File: src/rtl/flappy_pkg.sv
// ============================================================================
// flappy_pkg : shared game-state type, key codes and score helpers
// Rev 1.0
// ============================================================================
`default_nettype none

package flappy_pkg;

    typedef enum logic [1:0] {
        IDLE = 2'd0,
        PLAY = 2'd1,
        DEAD = 2'd2
    } game_state_t;

    localparam logic [7:0] KEY_FLAP    = 8'h1A;
    localparam logic [7:0] KEY_RESTART = 8'h15;

    localparam int SCREEN_X_MAX = 639;
    localparam int SCREEN_Y_MAX = 479;
    localparam int SCORE_W      = 27;

    localparam logic [SCORE_W-1:0] SCORE_MAX = '1;

    // The carry out of the widened add means the true sum passed SCORE_MAX.
    function automatic logic [SCORE_W-1:0] sat_add(input logic [SCORE_W-1:0] a,
                                                   input logic [7:0]         b);
        logic [SCORE_W:0] s;
        s = {1'b0, a} + {{(SCORE_W-7){1'b0}}, b};
        return s[SCORE_W] ? SCORE_MAX : s[SCORE_W-1:0];
    endfunction

endpackage

`default_nettype wire

File: src/rtl/pipe_hit_check.sv
// ============================================================================
// pipe_hit_check : one pipe versus bird bounds -> hit / pass / rearm
// Rev 1.0
// ============================================================================
`default_nettype none

module pipe_hit_check #(
    parameter int PIPE_W = 26,
    parameter int GAP_H  = 60
) (
    input  logic [9:0]  pipe_x,
    input  logic [9:0]  pipe_y,
    input  logic [10:0] bird_l,
    input  logic [10:0] bird_r,
    input  logic [10:0] bird_t,
    input  logic [10:0] bird_b,
    output logic        hit,
    output logic        pass,
    output logic        rearm
);

    localparam logic [10:0] C_PIPE_W = 11'(PIPE_W);
    localparam logic [10:0] C_GAP_H  = 11'(GAP_H);

    logic [10:0] w_pipe_l;
    logic [10:0] w_pipe_r;
    logic [10:0] w_gap_t;
    logic [10:0] w_gap_b;

    always_comb begin
        w_pipe_l = {1'b0, pipe_x};
        w_pipe_r = w_pipe_l + C_PIPE_W;
        w_gap_t  = ({1'b0, pipe_y} > C_GAP_H) ? ({1'b0, pipe_y} - C_GAP_H) : 11'd0;
        w_gap_b  = {1'b0, pipe_y} + C_GAP_H;

        hit   = (w_pipe_l <= bird_r) && (w_pipe_r >= bird_l) &&
                ((bird_t < w_gap_t) || (bird_b > w_gap_b));
        pass  = (w_pipe_r < bird_l);
        rearm = (w_pipe_l > bird_r);
    end

endmodule

`default_nettype wire

File: src/rtl/pipe_score_tracker.sv
// ============================================================================
// pipe_score_tracker : game FSM, collision/clear tracking and saturating score
// Optional macro HIGH_SCORE_EN builds the best-score register.   Rev 1.0
// ============================================================================
`default_nettype none

module pipe_score_tracker
    import flappy_pkg::*;
#(
    parameter int NUM_PIPES = 4,
    parameter int PIPE_W    = 26,
    parameter int GAP_H     = 60,
    parameter int Y_FLOOR   = SCREEN_Y_MAX
) (
    input  logic                    frame_clk,
    input  logic                    Reset_n,
    input  logic [7:0]              keycode,
    input  logic [9:0]              BirdX,
    input  logic [9:0]              BirdY,
    input  logic [9:0]              BirdS,
    input  logic [NUM_PIPES*10-1:0] PipeX,
    input  logic [NUM_PIPES*10-1:0] PipeY,
    output logic [SCORE_W-1:0]      score,
    output logic                    score_pulse,
    output logic                    game_over,
    output logic                    play,
    output logic [SCORE_W-1:0]      high_score
);

    localparam int CNT_W = $clog2(NUM_PIPES + 1);

    logic [10:0] w_bird_l;
    logic [10:0] w_bird_r;
    logic [10:0] w_bird_t;
    logic [10:0] w_bird_b;

    assign w_bird_l = (BirdX > BirdS) ? ({1'b0, BirdX} - {1'b0, BirdS}) : 11'd0;
    assign w_bird_r = {1'b0, BirdX} + {1'b0, BirdS};
    assign w_bird_t = {1'b0, BirdY} - {1'b0, BirdS};
    assign w_bird_b = {1'b0, BirdY} + {1'b0, BirdS};

    logic [NUM_PIPES-1:0] w_hit;
    logic [NUM_PIPES-1:0] w_pass;
    logic [NUM_PIPES-1:0] w_rearm;

    generate
        for (genvar gi = 0; gi < NUM_PIPES; gi++) begin : g_pipe
            pipe_hit_check #(
                .PIPE_W (PIPE_W),
                .GAP_H  (GAP_H)
            ) u_chk (
                .pipe_x (PipeX[10*gi +: 10]),
                .pipe_y (PipeY[10*gi +: 10]),
                .bird_l (w_bird_l),
                .bird_r (w_bird_r),
                .bird_t (w_bird_t),
                .bird_b (w_bird_b),
                .hit    (w_hit[gi]),
                .pass   (w_pass[gi]),
                .rearm  (w_rearm[gi])
            );
        end
    endgenerate

    game_state_t          state_q, state_d;
    logic [NUM_PIPES-1:0] passed_q, passed_d;
    logic [SCORE_W-1:0]   score_q, score_d;
    logic                 pulse_q, pulse_d;
    logic                 play_q, play_d;
    logic                 over_q, over_d;
    logic [CNT_W-1:0]     w_new_cnt;
    logic                 w_die;

    always_comb begin
        w_new_cnt = '0;
        for (int i = 0; i < NUM_PIPES; i++) begin
            w_new_cnt = w_new_cnt + CNT_W'(w_pass[i] & ~passed_q[i]);
        end
        w_die = (|w_hit) || (w_bird_b >= 11'(Y_FLOOR));
    end

    always_comb begin
        state_d  = state_q;
        passed_d = passed_q;
        score_d  = score_q;
        pulse_d  = 1'b0;
        case (state_q)
            IDLE: begin
                if (keycode == KEY_FLAP) begin
                    state_d  = PLAY;
                    score_d  = '0;
                    passed_d = w_pass;
                end
            end
            PLAY: begin
                // A collision on the same frame as a clear takes precedence.
                if (w_die) begin
                    state_d = DEAD;
                end else begin
                    passed_d = (passed_q & ~w_rearm) | w_pass;
                    if ((w_new_cnt != '0) && (score_q != SCORE_MAX)) begin
                        score_d = sat_add(score_q, 8'(w_new_cnt));
                        pulse_d = 1'b1;
                    end
                end
            end
            DEAD: begin
                if (keycode == KEY_RESTART) begin
                    state_d = IDLE;
                end
            end
            default: state_d = IDLE;
        endcase
        play_d = (state_q == PLAY);
        over_d = (state_q == DEAD);
    end

    always_ff @(posedge frame_clk or negedge Reset_n) begin
        if (!Reset_n) begin
            state_q  <= IDLE;
            passed_q <= '0;
            score_q  <= '0;
            pulse_q  <= 1'b0;
            play_q   <= 1'b0;
            over_q   <= 1'b0;
        end else begin
            state_q  <= state_d;
            passed_q <= passed_d;
            score_q  <= score_d;
            pulse_q  <= pulse_d;
            play_q   <= play_d;
            over_q   <= over_d;
        end
    end

    assign score       = score_q;
    assign score_pulse = pulse_q;
    assign play        = play_q;
    assign game_over   = over_q;

`ifdef HIGH_SCORE_EN
    logic [SCORE_W-1:0] high_q, high_d;

    always_comb begin
        high_d = high_q;
        if ((state_q == PLAY) && (state_d == DEAD) && (score_q > high_q)) begin
            high_d = score_q;
        end
    end

    always_ff @(posedge frame_clk or negedge Reset_n) begin
        if (!Reset_n) begin
            high_q <= '0;
        end else begin
            high_q <= high_d;
        end
    end

    assign high_score = high_q;
`else
    assign high_score = '0;
`endif

endmodule

`default_nettype wire

File: config.mk
export PLATFORM = sky130hd
export DESIGN_NAME = pipe_score_tracker
export DESIGN_NICKNAME = d
export VERILOG_FILES = /design/src/rtl/flappy_pkg.sv /design/src/rtl/pipe_hit_check.sv /design/src/rtl/pipe_score_tracker.sv
export SDC_FILE = /design/constraint.sdc
export NUM_CORES = 1
export LEC_CHECK = 0
export BUFFER_PORTS_ARGS = -buffer_cell sky130_fd_sc_hd__buf_2
export CAP_MARGIN = 20
export CORE_MARGIN = 2
export CORE_UTILIZATION = 35
export CTS_BUF_LIST = sky130_fd_sc_hd__clkbuf_8 sky130_fd_sc_hd__clkbuf_16
export DETAILED_ROUTE_END_ITERATION = 8
export GPL_TIMING_DRIVEN = 1
export MAX_ROUTING_LAYER = met4
export PLACE_DENSITY_LB_ADDON = 0.05
export SLEW_MARGIN = 20
export SYNTH_ARGS = -nofsm -noshare
export SYNTH_HDL_FRONTEND = slang
export SYNTH_HIERARCHICAL = 1
export SYNTH_SLANG_ARGS = --single-unit
File: constraint.sdc
create_clock -name frame_clk -period 4.5 [get_ports frame_clk]
set_input_delay 0.225 -clock frame_clk [delete_from_list [all_inputs] [get_ports frame_clk]]
set_output_delay 0.225 -clock frame_clk [all_outputs]
set_load 0.05 [all_outputs]
* Word level (Yosys, flattened, before mapping) *
Index checks and enable logic that the tools add are counted.

storage, ports and cells
  register bits after elaboration = 36
  output and inout port bits = 57
  input bits = 120
  logic and storage cells = 118

cells by class
  $lt $le $gt $ge = 30
  $add $sub $neg = 20
  reductions and logical operators = 21
  bitwise logic cells = 11
  muxes and demuxes = 20
  eq/ne operators = 10

operator list
  operator                                                             count
  two-way mux 27 bit                                                   4
  < comparator 11 bit                                                  8
  two-way mux 11 bit                                                   5
  case mux 27 bit (2 select lines)                                     1
  adder 10 x 5 -> 11 bit (second input constant)                       4
  adder 10 x 6 -> 11 bit (second input constant)                       4
  greater-or-equal comparator 11 bit                                   4
  greater-than comparator 10 x 11 -> 1 bit                             4
  greater-than comparator 11 bit                                       4
  less-or-equal comparator 10 x 11 -> 1 bit                            4
  subtractor 10 x 6 -> 11 bit (second input constant)                  4
  greater-than comparator 10 x 6 -> 1 bit (second input constant)      4
  adder 27 x 3 -> 28 bit                                               1
  != test 27 bit (second input constant)                               1
  adder 10 x 10 -> 11 bit                                              2
  subtractor 10 x 10 -> 11 bit                                         2
  equality test 8 x 5 -> 1 bit (second input constant)                 2
  bitwise AND 1 x 3 -> 3 bit                                           4
  NOT 1 -> 3 bit                                                       4
  greater-or-equal comparator 11 x 9 -> 1 bit (second input constant)  1
  greater-than comparator 10 bit                                       1
  adder 3 bit                                                          3
  logical AND 1 bit                                                    9
  two-way mux 4 bit                                                    2
  other kinds (18)                                                     30

* Longest topological paths before layout *
Gate-level depths: netlist (run 1).

  depth after elaboration = 12
  gate-level depth with buffers = 32
  gate-level depth less buffers = 31

* Cells and area by module *
The synthesis (run 1) kept the hierarchy.

modules (own cells, without submodules)
  module                                sequential area each (um2)  cells each  instances  area each (um2)
  pipe_score_tracker                    900.9                       520         1          4,184.0
  pipe_hit_check (g_pipe[1].u_chk ...)  0.0                         206         2          1,496.4
  pipe_hit_check (g_pipe[2].u_chk)      0.0                         206         1          1,463.9
  pipe_hit_check (g_pipe[0].u_chk)      0.0                         203         1          1,446.4

* Least setup slack after synthesis (run 1) *
OpenSTA, ideal clock, no wires.

  path type = input to register
  start = input BirdS[1]
  end = register score_q[12], in the netlist score[12]
  required time = 4.364 ns
  stages = 30
  setup slack = -1.638 ns
  library setup time = 0.136 ns
  arrival = 6.002 ns
  buffers on the path = 0
  cells stage by stage = inv_1 ha_1 nor2b_1 o21ai_0 a21oi_1 o41a_1 a311oi_1 nor2_1 o21ai_1 nor2_1 inv_1 ha_1 a211oi_1 o21bai_1 a21oi_1 o21a_1 nor2b_1 nor2b_1 fa_1 ha_1 ha_1 ha_1 a21o_1 a21o_1 nor2b_1 nand3_1 nand2_1 o31a_1 a31oi_1 o22ai_1

between the ends
  cells in the longest elaborated chain, start to end = 12
  elaborated cells on any way between the ends = 58
  those cells by class = 8 x add/sub; 22 x order compare; 2 x eq/ne; 5 x mux; 4 x bitwise; 17 x reduce/logical

RTL lines
  what                                                                            line                       text
  start: declaration                                                              pipe_score_tracker.sv:20   input logic [9:0] BirdS,
  subtractor 10 x 10 -> 11 bit or greater-than comparator 10 bit (tied branches)  pipe_score_tracker.sv:37   assign w_bird_l = (BirdX > BirdS) ? ({1'b0, BirdX} - {1'b0, BirdS}) : 11'd0;
  two-way mux 11 bit *                                                            pipe_score_tracker.sv:37
  via w_bird_l[4]                                                                 pipe_score_tracker.sv:32   logic [10:0] w_bird_l;
  < comparator 11 bit *                                                           pipe_hit_check.sv:38       pass = (w_pipe_r < bird_l);
  via w_pass[1]                                                                   pipe_score_tracker.sv:43   logic [NUM_PIPES-1:0] w_pass;
  bitwise AND 1 x 3 -> 3 bit *                                                    pipe_score_tracker.sv:77   w_new_cnt = w_new_cnt + CNT_W'(w_pass[i] & ~passed_q[i]);
  adder 3 bit * (3 in a row)                                                      pipe_score_tracker.sv:77
  adder 27 x 3 -> 28 bit                                                          flappy_pkg.sv:28           s = {1'b0, a} + {{(SCORE_W-7){1'b0}}, b};
  two-way mux 27 bit                                                              flappy_pkg.sv:29           return s[SCORE_W] ? SCORE_MAX : s[SCORE_W-1:0];
  two-way mux 27 bit                                                              pipe_score_tracker.sv:101  if ((w_new_cnt != '0) && (score_q != SCORE_MAX)) begin
  two-way mux 27 bit                                                              pipe_score_tracker.sv:97   if (w_die) begin
  case mux 27 bit (2 select lines)                                                pipe_score_tracker.sv:87   case (state_q)
  end signal: assignment                                                          pipe_score_tracker.sv:129  score_q <= score_d;
  end: declaration                                                                pipe_score_tracker.sv:67   logic [SCORE_W-1:0] score_q, score_d;

The timed path passes the listed nets; every way through them passes the cells marked *. The select of a mux whose other input is x is not followed.
A chain may end at the register's enable or synchronous reset.

* Worst setup path in the final report (run 1) *
  start = input BirdS[1]
  end = register score_q[19], in the netlist score[19]

Same word-level chain as after synthesis.

==> reports/results.tsv, run 1 <==
metric	value	unit
seq_area	901	um^2
required	4.66	ns
grt_use_met3	0.0213	
max-slew-margin-rel	0.450	
grt.met1_usage	0.280	
cts-root-buf	clkbuf_16	
row_count	62	
end_kind	register	
tightest_slew	0.825	ns
yosys-top-cells-count	ha_1 (225), inv_1 (156), nand2_1 (107)	
crit_top_cell	ha_4	
dr.pass1.iters	5	
busiest_layer	met2	
period_minus_slack	5.45	ns
nets	2075	
ys_types	86	
synth_top_area_share	0.279	
placed_cell_area	0.0131	mm^2
ys_seq_elements	36	
vias	10600	
power_leakage	6.94	nW
area_growth	38.1	%
drive_gt1_frac	0.328	
fill_cells	2990	
critical_path.max_fanout	6	
h-tree-depth	2	
synth_area_leader_cell	ha_1	
synthArstFlopShare	1.00	
yosysWarnings	6	
grt-ovfl-total	0	
drt-vias-per-instance	5.03	
ys_top_cells_by_area	ha_1 (28%), dfrtp_1 (8.9%), inv_1 (5.8%), a21oi_1 (4.9%), xnor2_1 (4.0%)	
place_congestion	0.883	
cts_tree	yes	
die_area	0.0302	mm^2
clock-sinks	36	
hpwl	28500	um
die_x	174	um
finalCritPeriodShare	1.21	
syn-cell-area	0.0101	mm^2
wl_per_cell	15.9	um
grt_max_degree	37	
setup_tns	-24.86	ns
start_util	0.353	
finalPower	3.19	mW
postRouteWirelength	33500	um
grt_use_total	0.225	
cts_buffers	5	
worstRegToRegCells	13	
irDropWorstVdd	173	uV
core	0.0285	mm^2
yosysMostFrequentCell	ha_1	
drt_iter0_markers	507	
die_y	174	um
power_density	229	mW/mm^2
outcome	finished, violations left	
hold_viol	0	
ys.flop_type	dfrtp_1	
skew	0.00543	ns
route.detailed.drc	0	
arrival	5.62	ns
synth_edf_count	0	
clockBufferDepth	2	
portBuffers	149	
maxCapViolCount	0	
hp-class	input port to async pin	
rsz0062_at_grt	yes	
synth_area_per_cell	7.52	um^2
ys_seq_area_frac	0.0893	
grt_pass1_wl	53100	um
antenna_found_initial	2	
clkLatencyLatePin	0.28	ns
violations	negative setup slack	
met2_usage	0.398	
hold_buffers	0	
critical-path-max-stage-delay	0.48	ns
critPathLaunchType	input port	
stdcell_area	0.0139	mm^2
multiInputGateArea	0.00897	mm^2
finalSetupViolations	34	
timing_worst_setup_path_type	input port to register	
final_max_slew_viol_count	0	
slowest_stage	fa_1	
clk_pin_slew_worst_paths	0.06	ns
drtAntennaViolNets	0	
fmax	183	MHz
whs	0.0405	ns
synth_cells	1341	
ioPinCount	177	
setup_slack	-0.955	ns
grt_pass1_vias	10300	
layer usage:
layer  vias up  part of all wire
met5         -                 0
met4         0             0.015
met3        30             0.032
met1      4911              0.45
li1       5512                 -
met2       169              0.50
power breakdown:
part | internal, mW | total (mW) | leakage (nW) | switching, mW
Clock | 0.216 | 0.347 | 0.0795 | 0.131
Sequential | 0.336 | 0.351 | 0.480 | 0.0151
Combinational | 1.18 | 2.49 | 6.38 | 1.32
Total | 1.73 | 3.19 | 6.94 | 1.46
critical path, delay by kind of cell:
kind,cells,cell delay [ns]
adder cells (fa/ha/maj),6,1.68
AND/OR/NAND/NOR,9,1.51
AO/OA/AOI/OAI,9,1.49
buffers and inverters,5,0.54
multiplexers,1,0.17
path summary, 6_finish.rpt:
check	slack, ns	start	endpoint
hold / removal	0.04	Reset_n	score[24]
hold reg to reg	0.52	state_q[0]	game_over
setup reg to reg	1.58	passed_q[1]	score[19]
setup / recovery	-0.95	BirdS[1]	score[19]
max in group asynchronous	3.94	Reset_n	passed_q[3]
min in group frame_clk	0.24	keycode[3]	state_q[1]
logic make-up (layout without fill, tap and decap cells):
logic type               after synthesis  in the layout  synth area share
multiplexers                           2              2           0.00211
flip-flops                            36             36            0.0893
other                                  1             29          0.000372
buffers and inverters                223            580            0.0984
AND/OR/NAND/NOR                      446            446             0.226
XOR/XNOR                              89             89            0.0773
adder cells (fa/ha/maj)              231            231             0.291
AO/OA/AOI/OAI                        313            314             0.215
layout make-up:
class / instances / area share
Multi-Input combinational cell: 1109 / 0.644
Tap cell: 384 / 0.0345
Antenna cell: 2 / 0.000359
Timing Repair Buffer: 415 / 0.203
Clock buffer: 6 / 0.00997
Inverter: 157 / 0.0427
Clock inverter: 2 / 0.000539
Sequential cell: 36 / 0.0647
state kept, by name, indices dropped and copies added, names as in the netlist:
signal       count
state_q          2
play             1
game_over        1
score           27
score_pulse      1
passed_q         4
what timing repair did:
| item | CTS | global route |
|---|---|---|
| gates resized for setup | 57 | 55 |
| setup endpoints to repair | 34 | 34 |
| setup buffers | 16 | 11 |
| pin swaps | 43 | 42 |
| gates cloned | 2 | 0 |
cells in the final DEF, fill, tap and decap left out, drive strengths merged, types with 4 or more instances in the layout:
master and instances:
buf 415, ha 225, inv 158, nand2 107
a21oi 101, nor2 100, o21ai 63, nand3 52
xnor2 46, xor2 43, dfrtp 36, nor2b 35
nor3 30, conb 27, nand4 25, a21o 22
nor4 21, and3 20, nand2b 14, a31oi 14
a211oi 13, o21a 10, o31ai 10, a41oi 9
nor3b 8, a41o 7, a2111oi 7, or2 6
o211ai 6, a22o 6, clkbuf 6, a311oi 6
and2 6, fa 6, o41ai 5, or4 5
a221o 4, o21bai 4
per-stage QoR:
step | worst slack (ns) | cells | util
floorplan | -1.06 | 1367 | -
global placement | -1.55 | 2075 | 0.459
detailed placement | -1.66 | 2075 | 0.459
CTS | -0.968 | 2100 | 0.477
global route | -1.20 | 2111 | 0.488
finish | -0.955 | 2111 | 0.488
Power figures use the tool's default switching activity.
==> run 2, diff against run 1 <==
- CTS_BUF_LIST: sky130_fd_sc_hd__clkbuf_8 sky130_fd_sc_hd__clkbuf_16 -> unset
- CTS_CLUSTER_SIZE: unset -> 8
==> run 2 against run 1 <==
  * The run still ends with negative setup slack left
  * Clock skew about the same
  * Sequential share of layout area unchanged
  * Hold slack better by 0.0013 ns
  * Cell count unchanged
  * Critical path depth unchanged
  * Count of clock-buffer cells in the layout up 2
  * Non-clock buffer count unchanged
  * Sequential power about the same
  * Combinational power about the same
  * Setup slack about the same
  * Power up 0.18%
  * Critical path type unchanged
==> reports/results.tsv, run 2 (synthesized netlist as in run 1, its figures left out) <==
metric	value	unit	change
outcome	finished, violations left		
violations	negative setup slack		
final_max_slew_viol_count	0		unchanged
period_minus_slack	5.46	ns	+0.000209 ns
reg2reg_to	score[19]		
fmax	183	MHz	about the same
clk_pin_slew_worst_paths	0.06	ns	about the same
critPathLaunchType	input port		
grt-ovfl-total	0		unchanged
ioPinCount	177		unchanged
core	0.0285	mm^2	unchanged
timing_worst_setup_path_type	input port to register		
setup_slack	-0.955	ns	-0.000209 ns
row_count	62		unchanged
grt_max_degree	37		unchanged
place_congestion	0.883		unchanged
start_util	0.353		unchanged
die_y	174	um	unchanged
cts_buffers	5		unchanged
power_leakage	6.93	nW	-0.12%
crit_top_cell	ha_4		
largest_register_ffs	27		unchanged
drive_gt1_frac	0.328		unchanged
clkLatencyLatePin	0.28	ns	about the same
finalCritPeriodShare	1.21		about the same
stdcell_area	0.0139	mm^2	unchanged
max-slew-margin-rel	0.448		-0.00252
worstRegToRegCells	13		unchanged
maxCapViolCount	0		unchanged
seq_area	901	um^2	unchanged
clockBufferDepth	2		unchanged
placed_cell_area	0.0131	mm^2	unchanged
clock-sinks	36		unchanged
die_area	0.0302	mm^2	unchanged
critical_path.max_fanout	6		unchanged
final_common_cell	buf_4		
startpoint	BirdS[1]		
hp-class	input port to async pin		
hold_buffers	0		unchanged
rsz0062_at_grt	yes		
required	4.66	ns	about the same
cts-root-buf	clkbuf_16		
finalPower	3.20	mW	+0.18%
r2r-start	passed_q[1]		
portBuffers	149		unchanged
critical-path-max-stage-delay	0.48	ns	about the same
grt_pass1_wl	53100	um	unchanged
drt-vias-per-instance	5.04		+0.11%
hpwl	28500	um	unchanged
hold_viol	0		unchanged
reg2reg_slack	1.59	ns	about the same
area_growth	38.1	%	unchanged
fill_cells	2990		unchanged
place_ws	-1.66	ns	unchanged
postRouteWirelength	33500	um	about the same
tightest_slew	0.829	ns	+0.00377 ns
antenna_found_initial	2		unchanged
power_density	230	mW/mm^2	+0.18%
finalSetupViolations	34		unchanged
die_x	174	um	unchanged
end_kind	register		
grt_pass1_vias	10300		unchanged
skew	0.00546	ns	+0.0000241 ns
arrival	5.62	ns	about the same
dr.pass1.iters	4		-1
nets	2075		unchanged
h-tree-depth	2		unchanged
grt_use_total	0.225		unchanged
final_cell_mix	buf_4 (254), ha_1 (216), inv_1 (149)		
route.detailed.drc	0		unchanged
wl_per_cell	15.9	um	about the same
drtAntennaViolNets	0		unchanged
drt_iter0_markers	506		-0.20%
vias	10600		+0.11%
multiInputGateArea	0.00897	mm^2	unchanged
slowest_stage	fa_1		
irDropWorstVdd	174	uV	+0.84%
cts_tree	yes		
## run 2: cell types whose count changed in the layout (fill, tap and decap cells not counted)
cell | previous run | this run
clkbuf_1 | 0 | 2
inv_1 | 151 | 149
## run 2: worst max-delay path by stage
stage / end / cells past startpoint
floorplan: score[12] / 30
global placement: score[12] / 32
detailed placement: score[16] / 31
CTS: score[12] / 32
global route: score[19] / 30
finish: score[19] / 30
## run 2: where the power goes
part	internal (mW)	leakage [nW]	switching, mW	total [mW]
logic	1.18	6.38	1.32	2.50
registers	0.336	0.480	0.0152	0.351
clock network	0.221	0.0712	0.131	0.351
## run 2: timing repair
action | 4_1_cts | 5_1_grt
pin swaps | 43 | 42
buffers inserted | 16 | 11
hold endpoints to repair | 0 | 0
cloned | 2 | 0
setup endpoints to repair | 34 | 34
resized for setup | 57 | 55
## run 2: per-stage QoR
| step | hold slack (ns) | instances | TNS [ns] | util |
|---|---|---|---|---|
| after floorplan | -0.0706 | 1367 | -26.66 | - |
| after global placement | 0.380 | 2075 | -47.24 | 0.459 |
| after detailed placement | 0.375 | 2075 | -50.30 | 0.459 |
| after CTS | 0.0837 | 2100 | -26.60 | 0.477 |
| after global routing | 0.128 | 2111 | -33.11 | 0.488 |
| final | 0.0417 | 2111 | -24.87 | 0.488 |
## run 2: cell type report
cell class              instances  share of cell area
repair buffers                415               0.203
multi-input cells            1109               0.644
inverters                     157              0.0427
well taps                     384              0.0345
flip-flops and latches         36              0.0647
diodes                          2            0.000359
clock buffers                   8              0.0105
## run 2: layer usage
metal / global-route usage / part of all wire
met5: - / 0
met1: 0.280 / 0.45
met2: 0.398 / 0.50
met4: 0.0392 / 0.015
met3: 0.0213 / 0.032
## run 2: critical path: cells and delay by family
family	cells	cell delay, ns
adder cells (fa/ha/maj)	6	1.68
AND/OR/NAND/NOR	9	1.51
AO/OA/AOI/OAI	9	1.49
multiplexers	1	0.17
buffers and inverters	5	0.54
